`config.mk`:
```
export PLATFORM = sky130hd
export DESIGN_NAME = ssd_bcd_counter
export DESIGN_NICKNAME = d
export VERILOG_FILES = /design/src/rtl/ssd_bcd_counter.sv
export SDC_FILE = /design/constraint.sdc
export NUM_CORES = 1
export LEC_CHECK = 0
export CAP_MARGIN = 5
export CORE_MARGIN = 3
export CORE_UTILIZATION = 50
export CTS_CLUSTER_SIZE = 12
export DETAILED_ROUTE_END_ITERATION = 10
export GPL_TIMING_DRIVEN = 0
export PLACE_DENSITY = 0.77
export SLEW_MARGIN = 20
export SYNTH_ARGS = -nofsm -noshare
export SYNTH_HDL_FRONTEND = slang
export SYNTH_SLANG_ARGS = --single-unit
```
`constraint.sdc`:
```
create_clock -name clk -period 2.4 [get_ports clk]
set_input_delay 0.48 -clock clk [delete_from_list [all_inputs] [get_ports clk]]
set_output_delay 0.48 -clock clk [all_outputs]
set_load 0.02 [all_outputs]
```
`src/rtl/ssd_bcd_counter.sv`:
```
// Multi-digit BCD up/down counter with prescaler, clear, load, wrap pulse and active-low 7-seg decode.
// Optional build macro SSD_LEADING_ZERO_BLANK_EN blanks leading zero digits above digit 0.
module ssd_bcd_counter #(
  parameter int unsigned NUM_DIGITS = 2,
  parameter int unsigned DIV        = 50000000,
  parameter int unsigned DIV_W      = 26
) (
  input  logic                    clk,
  input  logic                    rst_n,
  input  logic                    en,
  input  logic                    up,
  input  logic                    clr,
  input  logic                    load,
  input  logic [4*NUM_DIGITS-1:0] load_val,
  output logic [4*NUM_DIGITS-1:0] count,
  output logic [7*NUM_DIGITS-1:0] hex,
  output logic                    wrap
);

  localparam int unsigned CW = 4 * NUM_DIGITS;
  localparam int unsigned HW = 7 * NUM_DIGITS;
  localparam logic [DIV_W-1:0] PRESC_MAX = DIV_W'(DIV - 1);

  logic [CW-1:0]    count_q, count_d;
  logic [DIV_W-1:0] presc_q, presc_d;
  logic             wrap_q, wrap_d;
  logic             step;
  logic [CW:0]      stepped;

  function automatic logic [6:0] seg7(input logic [3:0] v);
    case (v)
      4'd0:    seg7 = 7'b1000000;
      4'd1:    seg7 = 7'b1111001;
      4'd2:    seg7 = 7'b0100100;
      4'd3:    seg7 = 7'b0110000;
      4'd4:    seg7 = 7'b0011001;
      4'd5:    seg7 = 7'b0010010;
      4'd6:    seg7 = 7'b0000010;
      4'd7:    seg7 = 7'b1111000;
      4'd8:    seg7 = 7'b0000000;
      4'd9:    seg7 = 7'b0010000;
      default: seg7 = 7'b1111111;
    endcase
  endfunction

  // Ripple one step through all digits; MSB of result is the terminal-count carry/borrow.
  function automatic logic [CW:0] bcd_step(input logic [CW-1:0] c, input logic dir_up);
    logic [CW-1:0] r;
    logic          carry;
    logic [3:0]    dig;
    r     = c;
    carry = 1'b1;
    for (int unsigned k = 0; k < NUM_DIGITS; k++) begin
      dig = c[4*k +: 4];
      if (carry) begin
        if (dir_up) begin
          if (dig == 4'd9) begin
            r[4*k +: 4] = 4'd0;
          end else begin
            r[4*k +: 4] = dig + 4'd1;
            carry       = 1'b0;
          end
        end else begin
          if (dig == 4'd0) begin
            r[4*k +: 4] = 4'd9;
          end else begin
            r[4*k +: 4] = dig - 4'd1;
            carry       = 1'b0;
          end
        end
      end
    end
    bcd_step = {carry, r};
  endfunction

  function automatic logic [HW-1:0] decode_all(input logic [CW-1:0] c);
    logic [HW-1:0] h;
`ifdef SSD_LEADING_ZERO_BLANK_EN
    logic lead;
    h    = '0;
    lead = 1'b1;
    for (int k = int'(NUM_DIGITS) - 1; k >= 0; k--) begin
      lead = lead & (c[4*k +: 4] == 4'd0);
      h[7*k +: 7] = (k != 0 && lead) ? 7'b1111111 : seg7(c[4*k +: 4]);
    end
`else
    h = '0;
    for (int unsigned k = 0; k < NUM_DIGITS; k++) begin
      h[7*k +: 7] = seg7(c[4*k +: 4]);
    end
`endif
    decode_all = h;
  endfunction

  assign stepped = bcd_step(count_q, up);

  // Next state: clear beats load beats prescaled step.
  always_comb begin
    count_d = count_q;
    presc_d = presc_q;
    wrap_d  = 1'b0;
    step    = 1'b0;
    if (clr) begin
      count_d = '0;
      presc_d = '0;
    end else if (load) begin
      presc_d = '0;
      for (int unsigned k = 0; k < NUM_DIGITS; k++) begin
        count_d[4*k +: 4] = (load_val[4*k +: 4] > 4'd9) ? 4'd9 : load_val[4*k +: 4];
      end
    end else if (en) begin
      if (presc_q == PRESC_MAX) begin
        presc_d = '0;
        step    = 1'b1;
      end else begin
        presc_d = presc_q + DIV_W'(1);
      end
    end
    if (step) begin
      count_d = stepped[CW-1:0];
      wrap_d  = stepped[CW];
    end
  end

  always_ff @(posedge clk) begin
    if (!rst_n) begin
      count_q <= '0;
      presc_q <= '0;
      wrap_q  <= 1'b0;
    end else begin
      count_q <= count_d;
      presc_q <= presc_d;
      wrap_q  <= wrap_d;
    end
  end

  assign count = count_q;
  assign wrap  = wrap_q;
  assign hex   = decode_all(count_q);

endmodule

```
==> results.ini <==
[synth]
netlist_area_um2=2740
async_reset_ff_share_pct=0
ys_ff_latch=49
syn_nets=346
syn_area_per_cell_um2=8.52
synthDistinctLibCells=53
syn_inst=321
yosysWarningCount=0
synth-edff-count=0
ys_seq_area_share_pct=35.8
synthFlopType=dfxtp_1

[sta]
holdWs_ns=0.520
layout_min_cycle_time_ns=2.72
fmax_mhz=367
fin_crit_sh_pct=114
relSlewSlack_pct=62.7
setup_violations=15
finalClockSkew_ns=0.00574
rsz0062_at_grt=yes
worst_slew_pin_slew_ns=0.559
drv_slew=0
finalWorstSetupSlack_ns=-0.325
final_hold_viol_count=0

[worst_hold_path]
hp-class=register to register
holdPathEnd=presc_q[22]
hold_path_depth=2
hold_start=presc_q[22]

[global_route]
grt_antenna_before_repair=0
grt_overflow=0
grt_pass1_vias=2367
track_usage_pct=21.1
grt_pass1_wl_um=10700
grt_max_degree=16

[clock_network]
root_buffer=clkbuf_8
ctsHoldBuffers=0
clkTransAtPathRegs_ns=0.09
cts.path.max_buffers=2
clock_latency_ns=0.31
tritoncts=built
cts_sinks=49
cts_buffers=5
cts.htree.levels=2

[route]
wirelength_um=7370
drtIter0Drc=170
remaining_drc_errors=0
vias_per_cell=5.64
num_vias=2624
ant_nets=0
dr.pass1.iters=5
wl_per_cell_um=15.8

[floorplanning]
fp.dieH_um=80.0
fp.dieW_um=80.0
initial_utilization_pct=52.6
io_pins=37
die-area_um2=6400
core_um2=5200
row_count=26

[cells_and_area]
final_cell_area_um2=3880
antenna-diode-count=0
drive_gt1_share_pct=26.1
fill_cells=337
nets=419
syn2layout_area_growth_pct=41.9

[placed_design]
dpl_cell_area_um2=3200
port_buffers=36
gp_congestion=0.814
place_ws_ns=-1.02
hpwl_um=4170

[flow_run]
cap_violations=0

[setup_path]
worst_ep_required_time_ns=2.61
r2r-start=presc_q[16]
r2r_end=hex[8]
critPathMaxFanout=5
ff2ff_setup_slack_ns=-0.32
cp.arrival_ns=2.94
worst-r2r-cell-count=9
critPathKind=register to register
endpoint_kind=register
start_kind=register

[pwr]
finalPower_uw=1740
p_leak_uw=0.00145
ir_drop_uv=332
powerDensity_nw_per_um2=447

[outcome]
violations=negative setup slack
outcome=finished with violations

[cells in the final DEF, fill, tap and decap left out, types with 10 or more instances in the layout]
master,n
buf_4,23
clkdlybuf4s50_1,34
nor2_1,38
dfxtp_1,47
buf_6,11
nand2_1,13
xor2_1,16
nand4_1,11
xnor2_1,12
nand3_1,10
[routing by layer]
metal  part of all wire, %  vias up  track usage (%)  wire (µm)
met3                   4.5       24             4.97        334
li1                      -     1284                -          -
met4                   3.0        0             10.5        219
met5                     0        -                0          0
met1                    43     1238             24.7       3140
met2                    50       78             35.9       3670
[cell families after synthesis]
group	count (synthesis)	share of synthesized area, %
AOI/OAI and AO/OA	54	14.0
xor gates and xnor gates	28	8.96
adders and majority gates	11	5.03
buffers and inverters	32	4.89
DFF	49	35.8
muxes	10	3.70
and+or+nand+nor	137	27.5
[worst max-delay path: stages, from the launching register on]
cell and delay (ns):
dfxtp_4 0.36, or4_4 0.54, or4_4 0.47, nor3_4 0.23, xor2_1 0.18, o211ai_1 0.14
buf_4 0.23, ha_4 0.27, nor2b_1 0.14, o21ai_1 0.07
[Yosys cell counts (all sizes together) (3+ instances only)]
| cell | count | area [µm²] |
|---|---|---|
| a31oi | 6 | 43.8 |
| clkbuf | 12 | 45.0 |
| nor2 | 38 | 143 |
| o22ai | 6 | 37.5 |
| nor4 | 9 | 56.3 |
| or2 | 4 | 25.0 |
| nand3b | 4 | 30.0 |
| a2bb2oi | 4 | 35.0 |
| nand4 | 11 | 68.8 |
| xnor2 | 12 | 105 |
| nor2b | 8 | 50.1 |
| a21oi | 12 | 60.1 |
| inv | 15 | 56.3 |
| nand2 | 13 | 48.8 |
| nor3 | 9 | 61.3 |
| buf | 5 | 32.5 |
| dfxtp | 49 | 981 |
| mux2i | 9 | 90.1 |
| xor2 | 16 | 140 |
| and3 | 9 | 56.3 |
| nand3 | 12 | 60.1 |
| o21ai | 10 | 50.1 |
| or3 | 3 | 18.8 |
| nand2b | 4 | 25.0 |
| ha | 11 | 138 |
| o211ai | 3 | 22.5 |
| and2 | 5 | 31.3 |
[through the flow]
stage / util, % / instances / setup TNS, ns
after floorplan: - / 321 / -0.948
after global placement: 61.4 / 427 / -30.99
after detailed placement: 61.4 / 427 / -31.01
after CTS: 68.9 / 452 / -2.87
after global routing: 74.6 / 465 / -4.75
final: 74.6 / 465 / -3.36
[where the power goes]
part	leakage, µW	internal, µW	total [µW]	switching [µW]
clock network	0.0000549	267	554	288
logic	0.000994	158	334	176
registers	0.000400	839	849	9.58
total	0.00145	1260	1740	474
[cell type report]
class | instances | area (µm²) | share of cell area [%]
multi-input combinational | 240 | 1910 | 49.1
sequential | 49 | 986 | 25.4
timing repair buffer | 68 | 641 | 16.5
clock buffer | 7 | 96.3 | 2.48
buffer | 15 | 95.1 | 2.45
tap | 70 | 87.6 | 2.26
inverter | 15 | 63.8 | 1.64
clock inverter | 1 | 8.76 | 0.226
[worst max-delay path by stage]
stage	startpoint	end	slack (ns)	cells after the start
3_3_place_gp	up	hex[3]	-0.96	12
2_1_floorplan	presc_q[16]	hex[10]	-0.12	9
5_1_grt	presc_q[16]	hex[7]	-0.47	10
3_5_place_dp	en	hex[5]	-1.02	11
6_report	presc_q[16]	hex[8]	-0.32	9
4_1_cts	presc_q[16]	hex[11]	-0.25	10
[flip-flops by register name, indices dropped and copies added, names as in the netlist]
signal,flops
presc_q,26
hex,14
count,8
wrap,1
[repair_timing]
item,in CTS,in global routing
resized for setup,39,45
endpoints found under the setup margin,40,40
pin swaps,5,15
setup buffers,17,16
No activity file was read; power rests on OpenSTA's default activity.
